**src/rtl/cpu_ctrl_pkg.sv**
```systemverilog
// Shared encodings for the multicycle CPU control path: FSM states, opcode
// classes and codes, flag bit positions, PC and ALU source selects.
package cpu_ctrl_pkg;

    typedef enum logic [2:0] {
        S_RESET  = 3'd0,
        S_FETCH  = 3'd1,
        S_DECODE = 3'd2,
        S_EXEC   = 3'd3,
        S_MEM    = 3'd4,
        S_WB     = 3'd5,
        S_BRANCH = 3'd6,
        S_HALT   = 3'd7
    } state_e;

    // Class is opcode[5:3]; LOAD/STORE/JAL/HALT are matched on the full code.
    localparam logic [2:0] CLS_R_ALU  = 3'b000;
    localparam logic [2:0] CLS_I_ALU  = 3'b001;
    localparam logic [2:0] CLS_BRANCH = 3'b100;

    localparam logic [5:0] OPC_LOAD  = 6'b010000;
    localparam logic [5:0] OPC_STORE = 6'b011000;
    localparam logic [5:0] OPC_JAL   = 6'b101000;
    localparam logic [5:0] OPC_HALT  = 6'b111111;

    localparam int FLAG_ZERO  = 0;
    localparam int FLAG_SIGN  = 1;
    localparam int FLAG_CARRY = 2;

    localparam logic [1:0] PCSRC_INC    = 2'b00;
    localparam logic [1:0] PCSRC_BRANCH = 2'b01;
    localparam logic [1:0] PCSRC_JUMP   = 2'b10;

    localparam logic [1:0] ALUSRC_REG = 2'b00;
    localparam logic [1:0] ALUSRC_IMM = 2'b01;
    localparam logic [2:0] ALUOP_ADD  = 3'b000;

    typedef enum logic [2:0] {
        K_R_ALU, K_I_ALU, K_LOAD, K_STORE, K_BRANCH, K_JAL, K_HALT, K_ILLEGAL
    } op_kind_e;

    function automatic op_kind_e classify(input logic [5:0] op);
        if (op[5:3] == CLS_R_ALU)       return K_R_ALU;
        else if (op[5:3] == CLS_I_ALU)  return K_I_ALU;
        else if (op[5:3] == CLS_BRANCH) return K_BRANCH;
        else if (op == OPC_LOAD)        return K_LOAD;
        else if (op == OPC_STORE)       return K_STORE;
        else if (op == OPC_JAL)         return K_JAL;
        else if (op == OPC_HALT)        return K_HALT;
        else                            return K_ILLEGAL;
    endfunction

endpackage

```
**src/rtl/branch_cond_eval.sv**
```systemverilog
// Branch condition evaluator: cc 00 always, 01 zero, 10 sign, 11 carry.
module branch_cond_eval
    import cpu_ctrl_pkg::*;
(
    input  logic [1:0] cc,
    input  logic [2:0] flags,
    output logic       taken
);

    always_comb begin
        // NOTE: every always_comb output gets a default first so no path leaves it unassigned and infers a latch.
        taken = 1'b0;
        case (cc)
            2'b00:   taken = 1'b1;
            2'b01:   taken = flags[FLAG_ZERO];
            2'b10:   taken = flags[FLAG_SIGN];
            2'b11:   taken = flags[FLAG_CARRY];
            default: taken = 1'b0;
        endcase
    end

endmodule

```
**src/rtl/multicycle_control_unit.sv**
```systemverilog
// Multicycle control FSM: fetch/decode/execute/memory/writeback sequencing,
// PC-update controls, memory-ready wait with timeout, sticky fault flags.
module multicycle_control_unit
    import cpu_ctrl_pkg::*;
#(
    parameter int OP_W         = 6,
    parameter int ALUOP_W      = 3,
    parameter int MEM_WAIT_MAX = 15
) (
    input  logic               clk,
    input  logic               reset,
    input  logic [OP_W-1:0]    opcode,
    input  logic [2:0]         flags,
    input  logic               mem_ready,
    output logic               RegWrite,
    output logic               MemRead,
    output logic               MemWrite,
    output logic               MemtoReg,
    output logic               DataPCSel,
    output logic               RegSelect,
    output logic [ALUOP_W-1:0] ALUop,
    output logic [1:0]         ALUinSel,
    output logic               IRWrite,
    output logic               PCWrite,
    output logic [1:0]         PCSrc,
    output logic               halted,
    output logic               illegal_op,
    output logic               bus_error
);

    localparam int WAIT_W = $clog2(MEM_WAIT_MAX + 1);

    state_e            state_q, state_d;
    logic [OP_W-1:0]   op_q, op_d;
    logic [WAIT_W-1:0] wait_cnt_q, wait_cnt_d;
    logic              illegal_q, illegal_d;
    logic              bus_err_q, bus_err_d;

    op_kind_e dec_kind;
    op_kind_e cur_kind;
    logic     wait_expired;
    logic     br_taken;

    assign dec_kind = classify(opcode);
    assign cur_kind = classify(op_q);

    // The low cycle that would bring wait_cnt to MEM_WAIT_MAX is the timeout cycle.
    assign wait_expired = !mem_ready && (wait_cnt_q == WAIT_W'(MEM_WAIT_MAX - 1));

    branch_cond_eval u_branch_cond (
        .cc    (op_q[1:0]),
        .flags (flags),
        .taken (br_taken)
    );

    always_comb begin
        state_d    = state_q;
        op_d       = op_q;
        wait_cnt_d = wait_cnt_q;
        illegal_d  = illegal_q;
        bus_err_d  = bus_err_q;
        case (state_q)
            S_RESET: state_d = S_FETCH;
            S_FETCH: begin
                if (mem_ready) begin
                    state_d = S_DECODE;
                end else if (wait_expired) begin
                    state_d   = S_HALT;
                    bus_err_d = 1'b1;
                end
            end
            S_DECODE: begin
                op_d = opcode;
                case (dec_kind)
                    K_R_ALU, K_I_ALU, K_LOAD, K_STORE: state_d = S_EXEC;
                    K_BRANCH:                          state_d = S_BRANCH;
                    K_JAL:                             state_d = S_WB;
                    K_HALT:                            state_d = S_HALT;
                    default: begin
                        state_d   = S_HALT;
                        illegal_d = 1'b1;
                    end
                endcase
            end
            S_EXEC: state_d = (cur_kind == K_LOAD || cur_kind == K_STORE) ? S_MEM : S_WB;
            S_MEM: begin
                if (mem_ready) begin
                    state_d = (cur_kind == K_LOAD) ? S_WB : S_FETCH;
                end else if (wait_expired) begin
                    state_d   = S_HALT;
                    bus_err_d = 1'b1;
                end
            end
            S_WB, S_BRANCH: state_d = S_FETCH;
            S_HALT:         state_d = S_HALT;
            default:        state_d = S_HALT;
        endcase

        // Counter restarts on every state change, so entry to FETCH/MEM always sees zero.
        if (state_d != state_q) begin
            wait_cnt_d = '0;
        end else if ((state_q == S_FETCH || state_q == S_MEM) && !mem_ready) begin
            wait_cnt_d = wait_cnt_q + 1'b1;
        end
    end

    always_ff @(posedge clk or negedge reset) begin
        if (!reset) begin
            state_q    <= S_RESET;
            op_q       <= '0;
            wait_cnt_q <= '0;
            illegal_q  <= 1'b0;
            bus_err_q  <= 1'b0;
        end else begin
            // NOTE: non-blocking assignments here so every flop samples pre-edge values regardless of statement order.
            state_q    <= state_d;
            op_q       <= op_d;
            wait_cnt_q <= wait_cnt_d;
            illegal_q  <= illegal_d;
            bus_err_q  <= bus_err_d;
        end
    end

    // Outputs decode from registered state/op; reset forces S_RESET so strobes drop at once.
    always_comb begin
        RegWrite  = 1'b0;
        MemRead   = 1'b0;
        MemWrite  = 1'b0;
        MemtoReg  = 1'b0;
        DataPCSel = 1'b0;
        RegSelect = 1'b0;
        ALUop     = '0;
        ALUinSel  = ALUSRC_REG;
        IRWrite   = 1'b0;
        PCWrite   = 1'b0;
        PCSrc     = PCSRC_INC;
        halted    = 1'b0;
        case (state_q)
            S_FETCH: begin
                MemRead = 1'b1;
                if (mem_ready) begin
                    IRWrite = 1'b1;
                    PCWrite = 1'b1;
                    PCSrc   = PCSRC_INC;
                end
            end
            S_EXEC: begin
                if (cur_kind == K_R_ALU) begin
                    ALUop    = ALUOP_W'(op_q[2:0]);
                    ALUinSel = ALUSRC_REG;
                end else if (cur_kind == K_I_ALU) begin
                    ALUop    = ALUOP_W'(op_q[2:0]);
                    ALUinSel = ALUSRC_IMM;
                end else begin
                    ALUop    = ALUOP_W'(ALUOP_ADD);
                    ALUinSel = ALUSRC_IMM;
                end
            end
            S_MEM: begin
                MemRead  = (cur_kind == K_LOAD);
                MemWrite = (cur_kind == K_STORE);
            end
            S_WB: begin
                RegWrite = 1'b1;
                MemtoReg = (cur_kind == K_LOAD);
                if (cur_kind == K_JAL) begin
                    DataPCSel = 1'b1;
                    RegSelect = 1'b1;
                    PCWrite   = 1'b1;
                    PCSrc     = PCSRC_JUMP;
                end
            end
            S_BRANCH: begin
                if (br_taken) begin
                    PCWrite = 1'b1;
                    PCSrc   = PCSRC_BRANCH;
                end
            end
            S_HALT:  halted = 1'b1;
            default: ;
        endcase
    end

    assign illegal_op = illegal_q;
    assign bus_error  = bus_err_q;

endmodule

```
**config.mk**
```make
export PLATFORM = sky130hd
export DESIGN_NAME = multicycle_control_unit
export DESIGN_NICKNAME = d
export VERILOG_FILES = /design/src/rtl/cpu_ctrl_pkg.sv /design/src/rtl/branch_cond_eval.sv /design/src/rtl/multicycle_control_unit.sv
export SDC_FILE = /design/constraint.sdc
export NUM_CORES = 1
export LEC_CHECK = 0
export ABC_CLOCK_PERIOD_IN_PS = 1500
export BUFFER_PORTS_ARGS = -buffer_cell sky130_fd_sc_hd__buf_2
export CAP_MARGIN = 20
export CORE_ASPECT_RATIO = 1.75
export CORE_MARGIN = 2
export CORE_UTILIZATION = 42
export CTS_BUF_LIST = sky130_fd_sc_hd__clkbuf_16
export DETAILED_ROUTE_END_ITERATION = 7
export GPL_ROUTABILITY_DRIVEN = 0
export PLACE_DENSITY = 0.78
export REMOVE_ABC_BUFFERS = 1
export SLEW_MARGIN = 25
export SYNTH_ARGS = -nofsm -noshare
export SYNTH_HDL_FRONTEND = slang
export SYNTH_HIERARCHICAL = 1
export SYNTH_SLANG_ARGS = --single-unit
```
**constraint.sdc**
```tcl
create_clock -name clk -period 1.5 [get_ports clk]
set_input_delay 0.075 -clock clk [delete_from_list [all_inputs] [get_ports clk]]
set_output_delay 0.075 -clock clk [all_outputs]
set_load 0.02 [all_outputs]
```
## Word-level counts from Yosys, hierarchy flattened

Index checks and enable logic that the tools add are counted.

- Bits in registers: 15
- Latch bits: 0
- Memory bits (writable): 0
- ROM bits: 0
- Bits of input ports: 12
- Output and inout port bits: 18
- Word-level logic and storage cells: 103
- Memories kept: 0

- $add $sub $neg: 1
- $mul: 0
- Divide/modulo/power cells: 0
- Magnitude comparators: 0
- Equality and inequality tests: 34
- Shift operators: 0
- Multiplexer cells: 43
- Bitwise gates (word level): 2
- Reduce and logical (&&, ||, !) cells: 18

Operators with widths:

| kind | number |
|---|---|
| 2-to-1 mux 3 bit | 17 |
| == test 3 bit, second input constant | 10 |
| == test 6 x 5 -> 1 bit, second input constant | 4 |
| == test 6 bit, second input constant | 4 |
| == test 3 x 2 -> 1 bit, second input constant | 6 |
| one-hot mux 3 bit (6 select lines) | 1 |
| == test 3 x 1 -> 1 bit, second input constant | 5 |
| zero test 3 bit | 5 |
| 2-to-1 mux 1 bit | 15 |
| one-hot mux 3 bit (3 select lines) | 1 |
| 2-to-1 mux 4 bit | 2 |
| OR reduction 7 bit | 1 |
| 2-to-1 mux 2 bit | 3 |
| adder 4 x 1 -> 4 bit, second input constant | 1 |
| == test 2 bit, second input constant | 2 |
| == test 4 bit, second input constant | 1 |
| one-hot mux 1 bit (4 select lines) | 1 |
| one-hot mux 2 bit (2 select lines) | 1 |
| OR reduction 4 bit | 1 |
| != test 3 bit | 1 |
| one-hot mux 1 bit (3 select lines) | 1 |
| AND reduction 3 bit | 1 |
| OR reduction 3 bit | 1 |
| == test 2 x 1 -> 1 bit, second input constant | 1 |
| 9 further kinds | 12 |

## Logic depth before layout (Yosys ltp)

- Word-level depth: 14
- Mapped depth: 6
- Depth with buffers taken out: 6

## Hierarchy

The synthesis kept the hierarchy.

Modules (own cells, without submodules):

| module | times used | cells each | area an instance (um^2) | seq. area each (um^2) |
|---|---|---|---|---|
| multicycle_control_unit | 1 | 126 | 1,111.1 | 375.4 |
| branch_cond_eval | 1 | 3 | 27.5 | 0.0 |

## Least setup slack after synthesis

No wires, ideal clock.

- Path type: register to output
- Start: register op_q[0]
- End: output PCWrite
- Arrival time: 1,836 ps
- Slack: -411 ps
- Cell stages (with the launch flop): 5
- Cell sequence: dfrtp_1 > or3_1 > dlymetal6s2s_1 > nor3_1 > or3_1

- Longest elaborated chain between the ends: 11
- Elaborated cells between the ends (all ways): 20

Ends and longest elaborated chain:

| what | line | text |
|---|---|---|
| start: declaration | multicycle_control_unit.sv:34 | `logic [OP_W-1:0] op_q, op_d;` |
| start signal: assignment | multicycle_control_unit.sv:117 | `op_q <= op_d;` |
| == test 6 bit | cpu_ctrl_pkg.sv:49 | `else if (op == OPC_HALT) return K_HALT;` |
| 2-to-1 mux 1 bit | cpu_ctrl_pkg.sv:49 |  |
| 2-to-1 mux 2 bit | cpu_ctrl_pkg.sv:48 | `else if (op == OPC_JAL) return K_JAL;` |
| 2-to-1 mux 3 bit | cpu_ctrl_pkg.sv:47 | `else if (op == OPC_STORE) return K_STORE;` |
| 2-to-1 mux 3 bit | cpu_ctrl_pkg.sv:46 | `else if (op == OPC_LOAD) return K_LOAD;` |
| 2-to-1 mux 3 bit | cpu_ctrl_pkg.sv:45 | `else if (op[5:3] == CLS_BRANCH) return K_BRANCH;` |
| 2-to-1 mux 3 bit | cpu_ctrl_pkg.sv:44 | `else if (op[5:3] == CLS_I_ALU) return K_I_ALU;` |
| 2-to-1 mux 3 bit | cpu_ctrl_pkg.sv:43 | `if (op[5:3] == CLS_R_ALU) return K_R_ALU;` |
| == test 3 bit | multicycle_control_unit.sv:166 | `if (cur_kind == K_JAL) begin` |
| 2-to-1 mux 1 bit | multicycle_control_unit.sv:166 |  |
| one-hot mux 1 bit (3 select lines) (*) | multicycle_control_unit.sv:138 | `case (state_q)` |
| end: declaration | multicycle_control_unit.sv:24 | `output logic PCWrite,` |

Every way passes the cells marked *; elsewhere a longest branch is shown, timed or not.

## Worst setup path in the final report

- Start: register op_q[0]
- End: output PCWrite

- Elaborated cells between the ends (all ways): 20

RTL lines:

| what | line | text |
|---|---|---|
| == test 2 bit, or another cell as far along | branch_cond_eval.sv:13 | `case (cc)` |
| one-hot mux 1 bit (4 select lines) (*) | branch_cond_eval.sv:13 |  |
| net br_taken | multicycle_control_unit.sv:42 | `logic br_taken;` |
| 2-to-1 mux 1 bit (*) | multicycle_control_unit.sv:174 | `if (br_taken) begin` |
| one-hot mux 1 bit (3 select lines) (*) | multicycle_control_unit.sv:138 |  |

Mark *: on every way through the listed nets, which the timed path passes. The rest lies on a longest branch.

==> results.yml <==
worst_setup_path:
  crit_slowest_cell: "dfrtp_1"
  startpoint_type: "flop"
  reg2reg_from: "op_q[0]"
  crit_arrival_ns: 1.73
  cp_max_fo: 4
  critical_path_class: "flop to primary output"
  crit_chain: "buf_6, mux2i_1, a21oi_1, and3_1, or3_4, buf_6"
  worst_setup_path_end_kind: "primary output"
  cp_common_cell: "buf_6"
  cp.required_ns: 1.42
  cp_slowest_stage_delay_ns: 0.41
  startpoint: "op_q[0]"
finish:
  finalNonFillerCells: 232
  nFillCells: 160
  fin_nets: 220
  stdcell_area_um2: 2100
  antenna_cells: 0
  drive_gt1_share_pct: 66.8
  area_growth_syn_to_layout_pct: 84.2
route:
  antenna_left: 0
  dr.pass1.iters: 4
  routed_via_density: 6.28
  vias: 1458
  wl_per_cell_um: 23.5
  drt_wl_total_mm: 5.44
  drc: 0
  drt_first_iter_violations: 36
clock_tree:
  htreeDepth: 1
  clkTransAtPathRegs_ns: 0.05
  cts.path.max_buffers: 2
  numCtsBuffers: 3
  insertion_delay_ns: 0.26
  cts_root_buffer: "clkbuf_16"
  cts.sinks: 15
  cts_tree: "yes"
timing:
  fin_worst_skew_ns: 0.00245
  post-route-min-period_ns: 1.80
  rsz0062_at_grt: "yes"
  max_slew.worst_pin.slew_ns: 0.635
  setup_viol: 25
  maxSlewViolCount: 0
  hold_viol_final: 0
  setup_tns_ns: -3.49
  max_freq_ghz: 0.554
  worst_slack_ns: -0.304
  max_slew_margin_pct: 57.6
  finalCritPeriodShare_pct: 120
die:
  start_util_pct: 43.3
  core-area_um2: 2630
  rows: 25
  io_pins: 30
  die_x_um: 43.4
  die-area_um2: 3160
  fp.dieH_um: 72.9
logic_synthesis:
  syn_inst: 129
  synth-edff-count: 0
  ys_seq_area_share_pct: 33.0
  synth_area_leaders: "dfrtp_1 (33%), mux2_2 (5.9%), nor3_1 (4.0%), a21oi_1 (3.1%), and3_1 (2.7%)"
  synthArstFlopShare_pct: 100
  synth_flop_cell: "dfrtp_1"
  synth_most_common_cell: "dfrtp_1"
  synth.distinct_cells: 48
  synth_commonest_cells: "dfrtp_1 (15), nor3_1 (9), a21oi_1 (7)"
  synth_top_area_cell: "dfrtp_1"
  ys_seq_elements: 15
  avgSynthCellArea_um2: 8.83
  yosys_warnings: 6
  synth_top_cell_area_share_pct: 33.0
  netlist_area_um2: 1140
grt:
  overflow: 0
  grt_first_pass_wirelength_mm: 6.91
  grt_max_degree: 16
  grt_pass1_vias: 1444
  antenna_found_initial: 0
  grt_util_all_layers_pct: 29.7
flow_run:
  drv_cap: 0
place:
  port_buffers: 28
  placed_cells: 210
  dp_hpwl_mm: 2.81
  placed_area_um2: 1520
worst_hold_path:
  hp-start: "opcode[2]"
  hp-class: "input pin to flop"
pwr:
  ir_worst_vdd_mv: 1.85
  p_per_area_nw_per_um2: 2080
  p_leak_uw: 0.000973
  fin_total_pwr_uw: 4350
run_status:
  violations: "negative setup slack"
  status: "finished, violations left"
[final cells by class]
type                            count  area, um^2  area share [%]
Multi-Input combinational cell    100         942            44.9
Inverter                            5        21.3            1.01
Timing Repair Buffer               81         641            30.5
Sequential cell                    15         379            18.1
Clock inverter                      1        5.00           0.239
Clock buffer                        3        75.1            3.58
Tap cell                           27        33.8            1.61
[per-layer routing]
layer / wire, um / vias to the layer above / track usage, %
met5: 0 / - / 0
met4: 467 / 0 / 22.9
met3: 310 / 40 / 5.20
met2: 2910 / 92 / 53.1
met1: 1750 / 701 / 29.0
li1: - / 625 / -
[kinds of logic (layout without fill, tap and decap cells)]
logic type / Yosys count / count (layout) / share of synthesized area [%]
compound gates: 31 / 31 / 19.2
flops: 15 / 15 / 33.0
fa+ha+maj: 2 / 2 / 2.20
buf+inv: 14 / 90 / 6.92
simple gates: 56 / 56 / 29.2
mux: 7 / 7 / 6.81
other cells: 1 / 1 / 0.329
xor+xnor: 3 / 3 / 2.31
[path summary, 6_finish.rpt]
path | endpoint | slack [ns] | cells after the start
max | PCWrite | -0.30 | 6
min | op_q[2] | 0.09 | 2
max reg2reg | wait_cnt_q[1] | -0.18 | 6
min reg2reg | bus_error | 0.47 | 1
max in group asynchronous | state_q[2] | 0.96 | 2
min in group asynchronous | wait_cnt_q[0] | 0.25 | 2
[what timing repair did]
item                                    in CTS  in global routing
cloned                                       0                  1
endpoints found under the setup margin      24                 20
hold endpoints to repair                    15                  0
resized for setup                           48                 43
setup buffers                                9                 12
hold buffers                                 1                  0
pin swaps                                   17                 19
[power by group]
group,switching [uW],internal [uW]
Combinational,1500,1500
Sequential,224,557
Clock,212,358
Total,1940,2420
[critical path: cells and delay by family (launching register included)]
kind / cells / cell delay [ns]
multiplexers: 1 / 0.18
AND/OR/NAND/NOR: 2 / 0.53
flip-flops: 1 / 0.41
buffers and inverters: 2 / 0.27
AO/OA/AOI/OAI: 1 / 0.09
[registers in the layout (all words and copies together) (netlist names)]
| register | flops |
|---|---|
| bus_error | 1 |
| illegal_op | 1 |
| op_q | 6 |
| state_q | 3 |
| wait_cnt_q | 4 |
[layout by cell type (no fill, tap or decap), drive strengths merged, types with 3 or more instances in the layout]
| cell type | netlist | layout |
|---|---|---|
| nor3 | 10 | 10 |
| inv | 5 | 5 |
| nand2 | 6 | 6 |
| a21oi | 7 | 7 |
| nor2b | 3 | 3 |
| clkbuf | 3 | 3 |
| mux2 | 6 | 6 |
| or3 | 3 | 3 |
| nand3 | 4 | 4 |
| buf | 5 | 80 |
| dfrtp | 15 | 15 |
| nor3b | 5 | 5 |
| o21ai | 5 | 5 |
| nor2 | 6 | 6 |
| o21bai | 3 | 3 |
| and3 | 5 | 5 |
| and2 | 3 | 3 |
[through the flow]
step	util (%)	hold WS [ns]	setup WS [ns]
final	79.8	0.0931	-0.304
after global routing	79.8	0.118	-0.357
after CTS	70.2	0.104	-0.216
after detailed placement	57.7	0.00702	-0.194
after global placement	57.7	-0.00286	-0.144
after floorplan	-	-0.221	-0.700
Power figures use the tool's default switching activity.
